## config.mk

```make
export PLATFORM = sky130hd
export DESIGN_NAME = iota_wb_sequencer_flat
export DESIGN_NICKNAME = d
export VERILOG_FILES = /design/src/rtl/iota_wb_sequencer_if.sv /design/src/rtl/iota_wb_sequencer.sv /design/src/flat_wrapper.sv
export SDC_FILE = /design/constraint.sdc
export NUM_CORES = 1
export LEC_CHECK = 0
export CAP_MARGIN = 10
export CORE_MARGIN = 2
export CORE_UTILIZATION = 30
export DETAILED_ROUTE_END_ITERATION = 6
export PLACE_DENSITY = 0.52
export SLEW_MARGIN = 15
export SYNTH_ARGS = -nofsm -noshare
export SYNTH_HDL_FRONTEND = slang
export SYNTH_SLANG_ARGS = --single-unit
```

## constraint.sdc

```tcl
create_clock -name CLK -period 4.5 [get_ports CLK]
set_input_delay 0.45 -clock CLK [delete_from_list [all_inputs] [get_ports CLK]]
set_output_delay 0.45 -clock CLK [all_outputs]
set_load 0.02 [all_outputs]
```

## src/rtl/iota_wb_sequencer_if.sv

```systemverilog
// Bus bundle between the iota engine, the writeback sequencer and the VRF
// write port. The sequencer sits on the slave side and the producer/VRF
// environment on the master side.
interface iota_wb_sequencer_if #(
  parameter int BEAT_W = 1
);
  logic              in_valid;
  logic [31:0]       in_res0;
  logic [31:0]       in_res1;
  logic              in_ready;
  logic              wstall;
  logic              wen;
  logic [4:0]        wreg;
  logic [BEAT_W-1:0] wbeat;
  logic [63:0]       wdata;
  logic [7:0]        wstrb;

  modport slave (
    input  in_valid, in_res0, in_res1, wstall,
    output in_ready, wen, wreg, wbeat, wdata, wstrb
  );

  modport master (
    output in_valid, in_res0, in_res1, wstall,
    input  in_ready, wen, wreg, wbeat, wdata, wstrb
  );
endinterface

```

## src/rtl/iota_wb_sequencer.sv

```systemverilog
// Writeback sequencer for the iota engine: takes packed 64-bit result beats,
// buffers them in a 2-entry skid FIFO and issues byte-strobed VRF writes
// with vl tail and v0.t masking applied per element.
module iota_wb_sequencer #(
  parameter int VLEN = 128
) (
  input  logic                  CLK,
  input  logic                  nRST,
  input  logic                  start,
  input  logic [4:0]            vd,
  input  logic [1:0]            sew,
  input  logic [6:0]            vl,
  input  logic                  vm,
  input  logic [63:0]           vmask,
  iota_wb_sequencer_if.slave    bus,
  output logic                  busy,
  output logic                  done
);

  localparam int BEATS_PER_REG = VLEN / 64;
  localparam int BEAT_W        = (BEATS_PER_REG > 1) ? $clog2(BEATS_PER_REG) : 1;

  typedef enum logic [1:0] {IDLE, RUN, DRAIN, DONE} state_t;

  state_t state, state_nxt;

  logic [4:0]  vd_q;
  logic [1:0]  elog_q;
  logic [6:0]  vl_q;
  logic        vm_q;
  logic [63:0] vmask_q;
  logic [6:0]  n_beats;

  logic [1:0]  elog_in;
  logic [7:0]  vl_round;
  logic [6:0]  n_in;

  logic [6:0]  in_cnt;
  logic [6:0]  out_cnt;

  logic [63:0] fifo_data [2];
  logic [6:0]  fifo_idx  [2];
  logic        rd_ptr;
  logic        wr_ptr;
  logic [1:0]  fifo_cnt;

  logic        push;
  logic        pop;
  logic        write_fire;
  logic        launch;

  logic              wen_q;
  logic [4:0]        wreg_q;
  logic [BEAT_W-1:0] wbeat_q;
  logic [63:0]       wdata_q;
  logic [7:0]        wstrb_q;

  logic [6:0]        head_idx;
  logic [31:0]       idx_ext;
  logic [4:0]        reg_nxt;
  logic [BEAT_W-1:0] beat_nxt;
  logic [7:0]        strb_nxt;
  logic [8:0]        elem;

  // log2 of elements per beat and the rounded-up beat count for the new op
  always_comb begin
    case (sew)
      2'd0:    elog_in = 2'd3;
      2'd1:    elog_in = 2'd2;
      default: elog_in = 2'd1;
    endcase
    vl_round = {1'b0, vl} + ((8'd1 << elog_in) - 8'd1);
    n_in     = 7'(vl_round >> elog_in);
  end

  assign launch     = (state == IDLE) && start;
  assign bus.in_ready = (state == RUN) && (in_cnt < n_beats) && (fifo_cnt < 2'd2);
  assign push       = bus.in_valid && bus.in_ready;
  assign write_fire = wen_q && !bus.wstall;
  assign pop        = (fifo_cnt != 2'd0) && (!wen_q || !bus.wstall);

  // FSM state register
  always_ff @(posedge CLK or negedge nRST) begin
    if (!nRST) state <= IDLE;
    else       state <= state_nxt;
  end

  // FSM next-state: accept beats, drain the writes, pulse done once
  always_comb begin
    state_nxt = state;
    case (state)
      IDLE:    if (start) state_nxt = RUN;
      RUN:     if (in_cnt == n_beats) state_nxt = DRAIN;
      DRAIN:   if (out_cnt == n_beats) state_nxt = DONE;
      DONE:    state_nxt = IDLE;
      default: state_nxt = IDLE;
    endcase
  end

  // Operation configuration captured on an accepted start
  always_ff @(posedge CLK or negedge nRST) begin
    if (!nRST) begin
      vd_q    <= '0;
      elog_q  <= 2'd1;
      vl_q    <= '0;
      vm_q    <= 1'b0;
      vmask_q <= '0;
      n_beats <= '0;
    end else if (launch) begin
      vd_q    <= vd;
      elog_q  <= elog_in;
      vl_q    <= vl;
      vm_q    <= vm;
      vmask_q <= vmask;
      n_beats <= n_in;
    end
  end

  // Accepted-beat and completed-write counters
  always_ff @(posedge CLK or negedge nRST) begin
    if (!nRST) begin
      in_cnt  <= '0;
      out_cnt <= '0;
    end else if (launch) begin
      in_cnt  <= '0;
      out_cnt <= '0;
    end else begin
      if (push)       in_cnt  <= in_cnt + 7'd1;
      if (write_fire) out_cnt <= out_cnt + 7'd1;
    end
  end

  // Two-entry skid FIFO holding beat data together with its beat index
  always_ff @(posedge CLK or negedge nRST) begin
    if (!nRST) begin
      for (int e = 0; e < 2; e++) begin
        fifo_data[e] <= '0;
        fifo_idx[e]  <= '0;
      end
      rd_ptr   <= 1'b0;
      wr_ptr   <= 1'b0;
      fifo_cnt <= '0;
    end else begin
      if (push) begin
        fifo_data[wr_ptr] <= {bus.in_res1, bus.in_res0};
        fifo_idx[wr_ptr]  <= in_cnt;
        wr_ptr            <= ~wr_ptr;
      end
      if (pop) rd_ptr <= ~rd_ptr;
      case ({push, pop})
        2'b10:   fifo_cnt <= fifo_cnt + 2'd1;
        2'b01:   fifo_cnt <= fifo_cnt - 2'd1;
        default: fifo_cnt <= fifo_cnt;
      endcase
    end
  end

  // Register target, slot and per-byte strobes for the FIFO head beat
  always_comb begin
    head_idx = fifo_idx[rd_ptr];
    idx_ext  = 32'(head_idx);
    reg_nxt  = vd_q + 5'(idx_ext / BEATS_PER_REG);
    beat_nxt = BEAT_W'(idx_ext % BEATS_PER_REG);
    strb_nxt = '0;
    elem     = '0;
    for (int b = 0; b < 8; b++) begin
      elem = ({2'b00, head_idx} << elog_q) + (9'(b) >> (2'd3 - elog_q));
      if ((elem < {2'b00, vl_q}) && (vm_q || vmask_q[elem[5:0]]))
        strb_nxt[b] = 1'b1;
    end
  end

  // Output write register: loads from the FIFO head, holds while stalled
  always_ff @(posedge CLK or negedge nRST) begin
    if (!nRST) begin
      wen_q   <= 1'b0;
      wreg_q  <= '0;
      wbeat_q <= '0;
      wdata_q <= '0;
      wstrb_q <= '0;
    end else if (pop) begin
      wen_q   <= 1'b1;
      wreg_q  <= reg_nxt;
      wbeat_q <= beat_nxt;
      wdata_q <= fifo_data[rd_ptr];
      wstrb_q <= strb_nxt;
    end else if (write_fire) begin
      wen_q   <= 1'b0;
    end
  end

  assign bus.wen   = wen_q;
  assign bus.wreg  = wreg_q;
  assign bus.wbeat = wbeat_q;
  assign bus.wdata = wdata_q;
  assign bus.wstrb = wstrb_q;
  assign busy      = (state != IDLE);
  assign done      = (state == DONE);

endmodule

```

## src/flat_wrapper.sv

```systemverilog
// flat-port wrapper written by rule: the top's interface ports become plain ports
module iota_wb_sequencer_flat 
#(
  parameter int VLEN = 128
)
  (CLK, nRST, start, vd, sew, vl, vm, vmask, busy, done, bus_in_valid, bus_in_res0, bus_in_res1, bus_wstall, bus_in_ready, bus_wen, bus_wreg, bus_wbeat, bus_wdata, bus_wstrb);
  iota_wb_sequencer_if #(.BEAT_W((1))) bus_i ();
  input  logic CLK;
  input  logic nRST;
  input  logic start;
  input  logic [4:0] vd;
  input  logic [1:0] sew;
  input  logic [6:0] vl;
  input  logic vm;
  input  logic [63:0] vmask;
  output logic busy;
  output logic done;
  input wire logic [$bits(bus_i.in_valid)-1:0] bus_in_valid;
  input wire logic [$bits(bus_i.in_res0)-1:0] bus_in_res0;
  input wire logic [$bits(bus_i.in_res1)-1:0] bus_in_res1;
  input wire logic [$bits(bus_i.wstall)-1:0] bus_wstall;
  output wire logic [$bits(bus_i.in_ready)-1:0] bus_in_ready;
  output wire logic [$bits(bus_i.wen)-1:0] bus_wen;
  output wire logic [$bits(bus_i.wreg)-1:0] bus_wreg;
  output wire logic [$bits(bus_i.wbeat)-1:0] bus_wbeat;
  output wire logic [$bits(bus_i.wdata)-1:0] bus_wdata;
  output wire logic [$bits(bus_i.wstrb)-1:0] bus_wstrb;
  assign bus_i.in_valid = bus_in_valid;
  assign bus_i.in_res0 = bus_in_res0;
  assign bus_i.in_res1 = bus_in_res1;
  assign bus_i.wstall = bus_wstall;
  assign bus_in_ready = bus_i.in_ready;
  assign bus_wen = bus_i.wen;
  assign bus_wreg = bus_i.wreg;
  assign bus_wbeat = bus_i.wbeat;
  assign bus_wdata = bus_i.wdata;
  assign bus_wstrb = bus_i.wstrb;
  iota_wb_sequencer #(.VLEN(VLEN)) u_core (.CLK(CLK), .nRST(nRST), .start(start), .vd(vd), .sew(sew), .vl(vl), .vm(vm), .vmask(vmask), .bus(bus_i), .busy(busy), .done(done));
endmodule
```

==> results of run 1 <==
==> per-stage QoR <==
stage | total power, mW | util [%] | cells
6_report | 21.1 | 37.5 | 3192
2_1_floorplan | 13.4 | - | 1988
3_5_place_dp | 17.7 | 35.5 | 3107
5_1_grt | 22.4 | 37.5 | 3187
3_3_place_gp | 17.5 | 35.5 | 3107
4_1_cts | 21.2 | 37.5 | 3184
==> state kept, by name, summed over array words and instances, names as in the netlist, 2 cells and up <==
register and count:
u_core.fifo_data 128, u_core.bus.wdata 64, u_core.vmask_q 64, u_core.fifo_idx 14, u_core.bus.wstrb 8, u_core.in_cnt 7
u_core.n_beats 7, u_core.out_cnt 7, u_core.vl_q 7, u_core.bus.wreg 5, u_core.vd_q 5, u_core.elog_q 2
u_core.fifo_cnt 2, u_core.state 2
==> what timing repair did <==
| action | 4_1_cts | 5_1_grt |
|---|---|---|
| hold buffers | 1 | 0 |
| buffers inserted | 0 | 0 |
| hold endpoints to repair | 67 | 0 |
==> power breakdown <==
part / total [mW] / switching [mW] / internal (mW)
Clock: 3.40 / 1.41 / 1.99
Combinational: 11.5 / 5.77 / 5.71
Sequential: 6.21 / 1.96 / 4.25
==> worst reg2reg max path: stages, from the launching register on <==
cell                        delay, ns
sky130_fd_sc_hd__dfrtp_4         0.48
sky130_fd_sc_hd__buf_4           0.18
sky130_fd_sc_hd__mux2_2          0.34
sky130_fd_sc_hd__nand2_2         0.10
sky130_fd_sc_hd__inv_1           0.07
sky130_fd_sc_hd__ha_1            0.17
sky130_fd_sc_hd__inv_1           0.06
sky130_fd_sc_hd__fa_1            0.97
sky130_fd_sc_hd__inv_1           0.11
sky130_fd_sc_hd__ha_1            0.29
sky130_fd_sc_hd__a21o_1          0.15
sky130_fd_sc_hd__a21o_1          0.21
sky130_fd_sc_hd__a21o_1          0.19
sky130_fd_sc_hd__a21o_1          0.18
sky130_fd_sc_hd__a21oi_1         0.18
sky130_fd_sc_hd__o2111ai_1       0.16
sky130_fd_sc_hd__a22oi_1         0.21
==> per-layer routing <==
layer  routed length [microns]  vias to the layer above  track usage (%)
met5                       132                        -                0
met4                      2940                       20             7.69
met3                      7400                      188             6.65
met2                     33700                      710             31.8
met1                     29700                     8338             25.1
li1                          -                     7625                -
==> logic make-up (layout without fill, tap and decap cells) <==
group,count (synthesis),count (layout),synth area share [%]
flops,327,327,38.6
fa+ha+maj,97,97,5.93
other cells,1,10,0.0177
xor+xnor,75,75,3.40
buf+inv,213,469,4.06
mux,392,392,27.1
simple gates,568,568,11.5
compound gates,314,314,9.42
==> layout by cell type (no fill, tap or decap), types with 10 or more instances in the layout <==
cell type | synthesis | routed
sky130_fd_sc_hd__nand2_1 | 363 | 361
sky130_fd_sc_hd__dfrtp_1 | 326 | 325
sky130_fd_sc_hd__clkdlybuf4s50_1 | 0 | 228
sky130_fd_sc_hd__mux2_2 | 157 | 157
sky130_fd_sc_hd__mux4_2 | 123 | 123
sky130_fd_sc_hd__o21ai_0 | 119 | 119
sky130_fd_sc_hd__mux2i_1 | 105 | 104
sky130_fd_sc_hd__ha_1 | 91 | 91
sky130_fd_sc_hd__buf_4 | 3 | 75
sky130_fd_sc_hd__inv_1 | 73 | 73
sky130_fd_sc_hd__nor2_1 | 60 | 59
sky130_fd_sc_hd__a21oi_1 | 48 | 48
sky130_fd_sc_hd__xnor2_1 | 44 | 44
sky130_fd_sc_hd__clkbuf_16 | 0 | 41
sky130_fd_sc_hd__nor3_1 | 36 | 36
sky130_fd_sc_hd__nand3_1 | 36 | 36
sky130_fd_sc_hd__a21o_1 | 30 | 30
sky130_fd_sc_hd__xor2_1 | 24 | 24
sky130_fd_sc_hd__o211ai_1 | 17 | 17
sky130_fd_sc_hd__a211oi_1 | 16 | 16
sky130_fd_sc_hd__nand2b_1 | 15 | 15
sky130_fd_sc_hd__nand4_1 | 13 | 13
sky130_fd_sc_hd__o22ai_1 | 10 | 10
sky130_fd_sc_hd__nor3b_1 | 10 | 10
sky130_fd_sc_hd__clkbuf_8 | 0 | 10
==> area by class of cell <==
| cell class | count | area [sq um] | share of cell area, % |
|---|---|---|---|
| Sequential cell | 327 | 8190 | 31.1 |
| Clock inverter | 18 | 231 | 0.880 |
| Multi-Input combinational cell | 1448 | 12200 | 46.5 |
| Tap cell | 940 | 1180 | 4.47 |
| Antenna cell | 8 | 20.0 | 0.0761 |
| Clock buffer | 58 | 1190 | 4.53 |
| Inverter | 84 | 318 | 1.21 |
| Timing Repair Buffer | 309 | 2950 | 11.2 |
==> final timing paths <==
| kind | startpoint | end | slack [ns] |
|---|---|---|---|
| max | u_core.rd_ptr | u_core.bus.wstrb[4] | 0.37 |
| min | vd[2] | u_core.vd_q[2] | 0.40 |
| max reg2reg | u_core.rd_ptr | u_core.bus.wstrb[4] | 0.37 |
| min reg2reg | u_core.bus.wdata[15] | u_core.bus.wdata[15] | 0.48 |
| max in group asynchronous | nRST | u_core.fifo_data[42] | 2.98 |
| min in group asynchronous | nRST | u_core.out_cnt[5] | 0.47 |
==> impl_metrics.py, run 1 <==
metrics = {
    "sta": {
        "setup-tns-final_ns": 0,
        "worst_pin_slew_ns": 1.04,
        "period_needed_ns": 4.13,
        "slew_headroom_pct": 30.1,
        "clock.fmax_mhz": 242,
        "hold_violations": 0,
        "worst_clock_skew_ns": 0.0287,
        "setup_ws_ns": 0.375,
        "final_max_slew_viol_count": 0,
        "setup-violations-final": 0,
        "hold_ws_ns": 0.400,
        "unrepaired_setup_endpoints_after_global_routing": "false",
        "post-route-period-util_pct": 91.7,
    },
    "setup_path": {
        "critPathMaxStageDelay_ns": 0.97,
        "worstSetupPathDepth": 16,
        "crit_path_frequent_cell": "sky130_fd_sc_hd__a21o_1",
        "reg2reg_depth": 16,
        "cp_num_buf_inv": 4,
        "cp_max_fanout": 17,
        "worst_path_dominant_cell_family": "adder cells",
        "critPathRequiredTime_ns": 5.00,
        "crit_path_cell_trace": "buf_4 -> mux2_2 -> nand2_2 -> inv_1 -> ha_1 -> inv_1 -> fa_1 -> inv_1 -> ha_1 -> a21o_1 -> a21o_1 -> a21o_1 -> a21o_1 -> a21oi_1 -> o2111ai_1 -> a22oi_1",
        "cp.arrival_ns": 4.63,
        "cp_slowest_cell": "sky130_fd_sc_hd__fa_1",
        "startpoint_type": "flop",
        "worstSetupEndpointType": "flop",
        "setup.worst_path.class": "flop to flop",
    },
    "logic_synthesis": {
        "netlist_top_cells_count": "sky130_fd_sc_hd__nand2_1 (363), sky130_fd_sc_hd__dfrtp_1 (326), sky130_fd_sc_hd__mux2_2 (157), sky130_fd_sc_hd__mux4_2 (123), sky130_fd_sc_hd__o21ai_0 (119)",
        "synth_edf_count": 0,
        "synth_cell_type_count": 82,
        "synth-seq-area-share_pct": 38.6,
        "synth.area.top_cells": "sky130_fd_sc_hd__dfrtp_1 (38%), sky130_fd_sc_hd__mux4_2 (13%), sky130_fd_sc_hd__mux2_2 (8.3%), sky130_fd_sc_hd__nand2_1 (6.4%), sky130_fd_sc_hd__ha_1 (5.4%)",
        "synth_top_flop_cell": "sky130_fd_sc_hd__dfrtp_1",
        "netlist_instances": 1987,
        "synth-seq-cells": 327,
        "yosysMostFrequentCell": "sky130_fd_sc_hd__nand2_1",
        "synthArstFlopShare_pct": 100,
        "synth_top_cell_area_share_pct": 38.4,
        "netlist.top_cell.by_area": "sky130_fd_sc_hd__dfrtp_1",
        "yosysWarnings": 0,
        "syn-cell-area_sq_mm": 0.0212,
        "synthesis.area_per_instance_sq_um": 10.7,
    },
    "cts": {
        "clock_insertion_delay_worst_skew_ns": 0.59,
        "tritoncts_buffers": 41,
        "cts_sinks": 327,
        "cts_tree": "done",
        "cts.reportedPaths.clkPinSlew_ns": 0.06,
        "cts-resized-gates": 0,
        "cts-root-buf": "sky130_fd_sc_hd__clkbuf_16",
        "max-clock-path-buffers": 3,
        "htree_num_levels": 2,
    },
    "pwr": {
        "worst_ir_drop_vdd_mv": 0.389,
        "p_leak_nw": 11.6,
        "p_per_area_mw_per_mm2": 802,
    },
    "floorplanning": {
        "dieArea_sq_mm": 0.0729,
        "starting_density_of_the_core_pct": 30.3,
        "core_area_sq_mm": 0.0700,
        "io_pins": 230,
        "fp-row-count": 97,
        "die-width_microns": 270,
        "die-height_microns": 270,
    },
    "placement": {
        "dpl_cell_area_sq_mm": 0.0248,
        "gp_congestion": 0.938,
        "place_hpwl_microns": 52500,
        "pre_cts_ws_ns": 0.393,
        "numPortBuffers": 229,
    },
    "global_routing": {
        "antenna_found_initial": 14,
        "grt_max_degree": 141,
        "global_routing_usage_summed_across_all_routing_layers_pct": 20.0,
        "grt_overflow_total": 0,
        "global_route_wire_length_before_repair_microns": 112000,
        "via_count_of_the_first_global_routing_pass": 17763,
    },
    "final_layout": {
        "ratio_of_cells_with_drive_above_1_in_the_final_layout_pct": 20.8,
        "finish.instance_area_sq_mm": 0.0263,
        "area_delta_synth_final_pct": 23.9,
        "finalNetCount": 2456,
        "num-fill-cells": 6913,
    },
    "status": {
        "result_of_the_run": "completed",
    },
    "drt": {
        "vias_per_cell": 5.29,
        "drt_first_iter_violations": 1298,
        "first_pass_iters": 5,
        "post-route-drc-count": 0,
        "final_antenna_net_count": 0,
        "vias": 16881,
        "route.final.wire_length_microns": 73900,
        "routedWlPerCell_microns": 23.1,
    },
    "run": {
        "cap_violations": 0,
    },
    "min_path": {
        "hold-path-cell-count": 3,
        "hold_path.class": "primary input to flop",
    },
}
Power figures use the tool's default switching activity.
==> run 2: changes to the inputs <==
--- a/config.mk
+++ b/config.mk
@@ -9,7 +9,7 @@
 export CORE_MARGIN = 2
 export CORE_UTILIZATION = 30
 export DETAILED_ROUTE_END_ITERATION = 6
-export PLACE_DENSITY = 0.52
+export PLACE_DENSITY_LB_ADDON = 0.1
 export SLEW_MARGIN = 15
 export SYNTH_ARGS = -nofsm -noshare
 export SYNTH_HDL_FRONTEND = slang
==> run 2 against run 1 <==
Via count down 0.51%. Flip-flop and latch count stayed put. Final area down 0.49%. Worst setup slack got worse by 0.14 ns. Worst hold slack gained 0.0075 ns. Sequential power is 0.8% higher. Critical path depth is the same. Combinational power hardly changed. Sequential share of layout area is 0.15 points higher. Fmax fell by 3.2%. Register-to-register slack worse by 0.14 ns.
==> impl_metrics.py, run 2 (synthesized netlist as in run 1, its figures left out) <==
metrics = {
    "status": {
        "result_of_the_run": "completed",
    },
    "cts": {
        "cts-root-buf": "sky130_fd_sc_hd__clkbuf_16",
        "number_of_setup_buffers_added_after_cts": 0,
        "cts.reportedPaths.clkPinSlew_ns": 0.06,
        "cts_sinks": 327,
        "max-clock-path-buffers": 3,
        "clock_insertion_delay_worst_skew_ns": 0.57,
        "cts_tree": "done",
        "tritoncts_buffers": 40,
        "htree_num_levels": 2,
    },
    "sta": {
        "setup-tns-final_ns": 0,
        "hold_violations": 0,
        "post-route-period-util_pct": 94.7,
        "setup-violations-final": 0,
        "clock.fmax_mhz": 235,
        "unrepaired_setup_endpoints_after_global_routing": "false",
        "worst_clock_skew_ns": 0.0270,
        "worst_pin_slew_ns": 0.924,
        "final_max_slew_viol_count": 0,
        "period_needed_ns": 4.26,
        "slew_headroom_pct": 38.4,
    },
    "floorplanning": {
        "io_pins": 230,
        "starting_density_of_the_core_pct": 30.3,
        "dieArea_sq_mm": 0.0729,
        "die-height_microns": 270,
        "die-width_microns": 270,
        "fp-row-count": 97,
        "core_area_sq_mm": 0.0700,
    },
    "setup_path": {
        "critPathRequiredTime_ns": 4.97,
        "startpoint_type": "flop",
        "cp_max_fanout": 26,
        "worstSetupEndpointType": "flop",
        "cp.arrival_ns": 4.73,
        "worst_r2r_startpoint": "u_core.elog_q[0]",
        "cp_slowest_cell": "sky130_fd_sc_hd__dfstp_2",
        "worstSetupStartpoint": "u_core.elog_q[0]",
        "critPathMaxStageDelay_ns": 0.53,
        "crit_path_cell_trace": "buf_4 -> ha_1 -> buf_4 -> ha_1 -> a41oi_1 -> o22a_1 -> or3_1 -> and2_1 -> ha_1 -> a21o_1 -> a211o_1 -> nand3b_1 -> o32a_1 -> nor3_1 -> nand3_1 -> o211ai_1",
        "setup.worst_path.class": "flop to flop",
        "crit_path_frequent_cell": "sky130_fd_sc_hd__ha_1",
    },
    "pwr": {
        "worst_ir_drop_vdd_mv": 0.386,
        "p_leak_nw": 11.5,
        "p_per_area_mw_per_mm2": 796,
    },
    "final_layout": {
        "mostFrequentLayoutCell": "sky130_fd_sc_hd__nand2_1",
        "ratio_of_cells_with_drive_above_1_in_the_final_layout_pct": 20.5,
        "top_register": "u_core.fifo_data",
        "finish.instance_area_sq_mm": 0.0262,
        "commonest_non_fill_non_tap_cells_in_the_layout": "sky130_fd_sc_hd__nand2_1 (361), sky130_fd_sc_hd__dfrtp_1 (325), sky130_fd_sc_hd__clkdlybuf4s50_1 (228)",
        "finalNetCount": 2452,
        "largest_reg_flops": 128,
        "area_delta_synth_final_pct": 23.3,
    },
    "drt": {
        "first_pass_iters": 5,
        "vias": 16795,
        "post-route-drc-count": 0,
        "routedWlPerCell_microns": 24.0,
        "vias_per_cell": 5.28,
        "drt_first_iter_violations": 1306,
        "final_antenna_net_count": 0,
        "route.final.wire_length_microns": 76300,
    },
    "placement": {
        "place_hpwl_microns": 53400,
        "gp_congestion": 0.930,
        "numPortBuffers": 229,
        "dpl_cell_area_sq_mm": 0.0248,
    },
    "global_routing": {
        "global_routing_usage_summed_across_all_routing_layers_pct": 20.8,
        "global_route_wire_length_before_repair_microns": 115000,
        "grt_max_degree": 141,
        "grt_overflow_total": 0,
        "antenna_found_initial": 20,
        "via_count_of_the_first_global_routing_pass": 17648,
    },
    "run": {
        "cap_violations": 0,
    },
    "min_path": {
        "hold_path.class": "primary input to flop",
        "hp-start": "vmask[57]",
    },
}
## run 2: worst max-delay path, delay by kind of cell, from the launching register on
| family | cells | cell delay (ns) |
|---|---|---|
| AND/OR/NAND/NOR | 5 | 1.07 |
| flip-flops | 1 | 0.53 |
| adder cells (fa/ha/maj) | 3 | 0.87 |
| AO/OA/AOI/OAI | 6 | 1.22 |
| buffers and inverters | 2 | 0.50 |
## run 2: layout make-up
| type | count | area, sq um |
|---|---|---|
| Antenna cell | 3 | 7.51 |
| Clock buffer | 61 | 1150 |
| Clock inverter | 10 | 120 |
| Fill cell | 6994 | 43900 |
| Inverter | 84 | 322 |
| Multi-Input combinational cell | 1448 | 12200 |
| Sequential cell | 327 | 8190 |
| Tap cell | 940 | 1180 |
| Timing Repair Buffer | 306 | 2950 |
## run 2: layer usage
metal | up-vias | global-route usage (%) | share of wire (%)
met2 | 622 | 34.9 | 48
met3 | 184 | 5.39 | 7.7
met1 | 8361 | 25.8 | 41
met4 | 18 | 7.13 | 3.5
li1 | 7610 | - | -
met5 | - | 0 | 0.14
## run 2: worst paths after layout
check                                       end  slack [ns]  cells after the start
setup / recovery            u_core.bus.wstrb[2]        0.24                     16
hold / removal               u_core.vmask_q[57]        0.41                      3
setup reg to reg            u_core.bus.wstrb[2]        0.24                     16
hold reg to reg            u_core.bus.wdata[62]        0.48                      2
max in group asynchronous  u_core.bus.wdata[21]        2.89                      3
min in group asynchronous       u_core.state[0]        0.47                      2
## run 2: where the power goes
group	total, mW	internal, mW	switching, mW
Sequential	6.26	4.25	2.01
Combinational	11.4	5.75	5.66
Clock	3.15	1.83	1.32
Total	20.8	11.8	8.99
## run 2: through the flow
stage / worst slack, ns / power [mW] / instances / hold WS [ns] / utilization [%]
global route: 0.00201 / 22.2 / 3177 / 0.401 / 37.4
CTS: 0.0638 / 21.0 / 3176 / 0.370 / 37.3
detailed placement: 0.0728 / 17.7 / 3104 / 0.471 / 35.5
global placement: 0.158 / 17.5 / 3104 / 0.461 / 35.5
floorplan: 0.0576 / 13.4 / 1988 / 0.154 / -
finish: 0.239 / 20.8 / 3179 / 0.408 / 37.4
## run 2: timing repair
action / CTS / global route
setup endpoints to repair: 0 / 3
gates resized for setup: 0 / 7
endpoints found under the hold margin: 67 / 0
hold buffers: 1 / 0
==> run 3: changes to the inputs <==
--- a/config.mk
+++ b/config.mk
@@ -6,6 +6,7 @@
 export NUM_CORES = 1
 export LEC_CHECK = 0
 export CAP_MARGIN = 10
+export CORE_ASPECT_RATIO = 0.8
 export CORE_MARGIN = 2
 export CORE_UTILIZATION = 30
 export DETAILED_ROUTE_END_ITERATION = 6
==> run 3 against run 2 <==
Critical path depth down 7. First-iteration DRC count up 8.2%. Final area up 0.59%. Worst setup slack better by 0.014 ns. Highest routed layer unchanged. Die area about the same. Clock-buffer cell count is 5 lower. Combinational power grew 4%. Sequential share of layout area decreased by 0.18 points. Power is 3.3% higher. Worst hold slack got worse by 0.013 ns. Fmax grew 0.32%.
==> impl_metrics.py, run 3 (synthesized netlist as in run 1, its figures left out) <==
metrics = {
    "status": {
        "result_of_the_run": "completed",
    },
    "global_routing": {
        "grt_overflow_total": 0,
        "antenna_found_initial": 16,
        "global_routing_usage_summed_across_all_routing_layers_pct": 21.3,
        "grt_max_degree": 141,
        "via_count_of_the_first_global_routing_pass": 17144,
        "global_route_wire_length_before_repair_microns": 116000,
    },
    "floorplanning": {
        "dieArea_sq_mm": 0.0729,
        "fp-row-count": 87,
        "die-height_microns": 242,
        "starting_density_of_the_core_pct": 30.2,
        "die-width_microns": 301,
        "io_pins": 230,
        "core_area_sq_mm": 0.0702,
    },
    "setup_path": {
        "worst_r2r_startpoint": "u_core.rd_ptr",
        "critPathRequiredTime_ns": 4.93,
        "cp_slowest_cell": "sky130_fd_sc_hd__fa_1",
        "reg2reg_depth": 9,
        "worstSetupEndpointType": "flop",
        "cp_max_fanout": 17,
        "critPathMaxStageDelay_ns": 1.12,
        "cp_num_buf_inv": 1,
        "setup.worst_path.class": "flop to flop",
        "worst_path_dominant_cell_family": "multiplexers",
        "worstSetupPathDepth": 9,
        "crit_path_cell_trace": "mux4_2 -> and2_1 -> clkinv_1 -> fa_1 -> mux4_2 -> mux4_2 -> mux2_2 -> a211oi_1 -> o41ai_1",
        "worstSetupStartpoint": "u_core.rd_ptr",
        "crit_path_frequent_cell": "sky130_fd_sc_hd__mux4_2",
        "cp.arrival_ns": 4.68,
        "startpoint_type": "flop",
    },
    "final_layout": {
        "finalNetCount": 2459,
        "area_delta_synth_final_pct": 24.0,
        "ratio_of_cells_with_drive_above_1_in_the_final_layout_pct": 20.6,
        "largest_reg_flops": 128,
        "mostFrequentLayoutCell": "sky130_fd_sc_hd__nand2_1",
        "num-fill-cells": 6984,
        "commonest_non_fill_non_tap_cells_in_the_layout": "sky130_fd_sc_hd__nand2_1 (361), sky130_fd_sc_hd__dfrtp_1 (325), sky130_fd_sc_hd__clkdlybuf4s50_1 (228)",
        "top_register": "u_core.fifo_data",
    },
    "drt": {
        "route.final.wire_length_microns": 78100,
        "post-route-drc-count": 0,
        "vias_per_cell": 5.34,
        "vias": 16976,
        "drt_first_iter_violations": 1413,
        "routedWlPerCell_microns": 24.6,
        "first_pass_iters": 5,
        "final_antenna_net_count": 0,
    },
    "cts": {
        "cts-root-buf": "sky130_fd_sc_hd__clkbuf_16",
        "tritoncts_buffers": 40,
        "cts-resized-gates": 0,
        "cts.reportedPaths.clkPinSlew_ns": 0.07,
        "cts_sinks": 327,
        "htree_num_levels": 2,
        "clock_insertion_delay_worst_skew_ns": 0.59,
        "cts_tree": "done",
        "max-clock-path-buffers": 3,
    },
    "sta": {
        "post-route-period-util_pct": 94.4,
        "final_max_slew_viol_count": 0,
        "unrepaired_setup_endpoints_after_global_routing": "false",
        "setup_ws_ns": 0.253,
        "setup-tns-final_ns": 0,
        "worst_clock_skew_ns": 0.0196,
        "clock.fmax_mhz": 235,
        "hold_violations": 0,
        "worst_pin_slew_ns": 1.14,
        "slew_headroom_pct": 23.0,
        "period_needed_ns": 4.25,
        "setup-violations-final": 0,
    },
    "placement": {
        "numPortBuffers": 229,
        "pre_cts_ws_ns": 0.317,
        "place_hpwl_microns": 53700,
        "gp_congestion": 0.939,
    },
    "pwr": {
        "p_per_area_mw_per_mm2": 817,
        "worst_ir_drop_vdd_mv": 0.363,
        "total_power_mw": 21.5,
        "p_leak_nw": 11.6,
    },
    "run": {
        "cap_violations": 0,
    },
    "min_path": {
        "hold_path.class": "primary input to flop",
        "hold-path-cell-count": 3,
        "hp-start": "vmask[29]",
    },
}
## run 3: layout make-up
cell class                      instances  area [sq um]  share of cell area (%)
Multi-Input combinational cell       1448         12200                    46.4
Inverter                               84           318                    1.21
Antenna cell                            3          7.51                  0.0285
Clock buffer                           56          1120                    4.26
Tap cell                              934          1170                    4.44
Timing Repair Buffer                  313          3030                    11.5
Clock inverter                         16           265                    1.01
Sequential cell                       327          8190                    31.1
## run 3: where the power goes
group          switching, mW  internal [mW]  total (mW)  leakage [nW]
clock network           1.40           2.00        3.40         0.671
registers               2.06           4.25        6.31          4.09
logic                   5.95           5.84        11.8          6.86
total                   9.42           12.1        21.5          11.6
## run 3: per-stage QoR
| step | hold slack (ns) | area (sq um) | std cells | util (%) |
|---|---|---|---|---|
| final | 0.395 | 26300 | 3181 | 37.5 |
| after global routing | 0.390 | 26300 | 3181 | 37.5 |
| after detailed placement | 0.470 | 24900 | 3105 | 35.5 |
| after floorplan | 0.154 | 21200 | 1988 | - |
| after global placement | 0.462 | 24900 | 3105 | 35.5 |
| after CTS | 0.361 | 26300 | 3178 | 37.5 |
## run 3: repair_timing
action,4_1_cts,5_1_grt
setup buffers,0,0
hold buffers,1,0
endpoints found under the hold margin,88,0
## run 3: routing by layer
metal	wire length [microns]	vias up	track usage [%]
met5	150	-	0
met4	2100	26	5.72
met3	7930	168	7.15
met2	33100	685	30.9
met1	34800	8472	30.2
li1	-	7625	-
## run 3: final timing paths
kind                                         end  slack, ns
setup / recovery             u_core.bus.wstrb[5]       0.25
hold / removal                u_core.vmask_q[29]       0.40
setup reg to reg             u_core.bus.wstrb[5]       0.25
hold reg to reg             u_core.bus.wdata[13]       0.48
max in group asynchronous  u_core.fifo_data[101]       2.86
min in group asynchronous        u_core.state[0]       0.49
## run 3: tightest hold or removal path, stage by stage
cell and delay, ns:
sky130_fd_sc_hd__clkdlybuf4s50_1 0.40, sky130_fd_sc_hd__nand2_1 0.06, sky130_fd_sc_hd__nand2_1 0.04
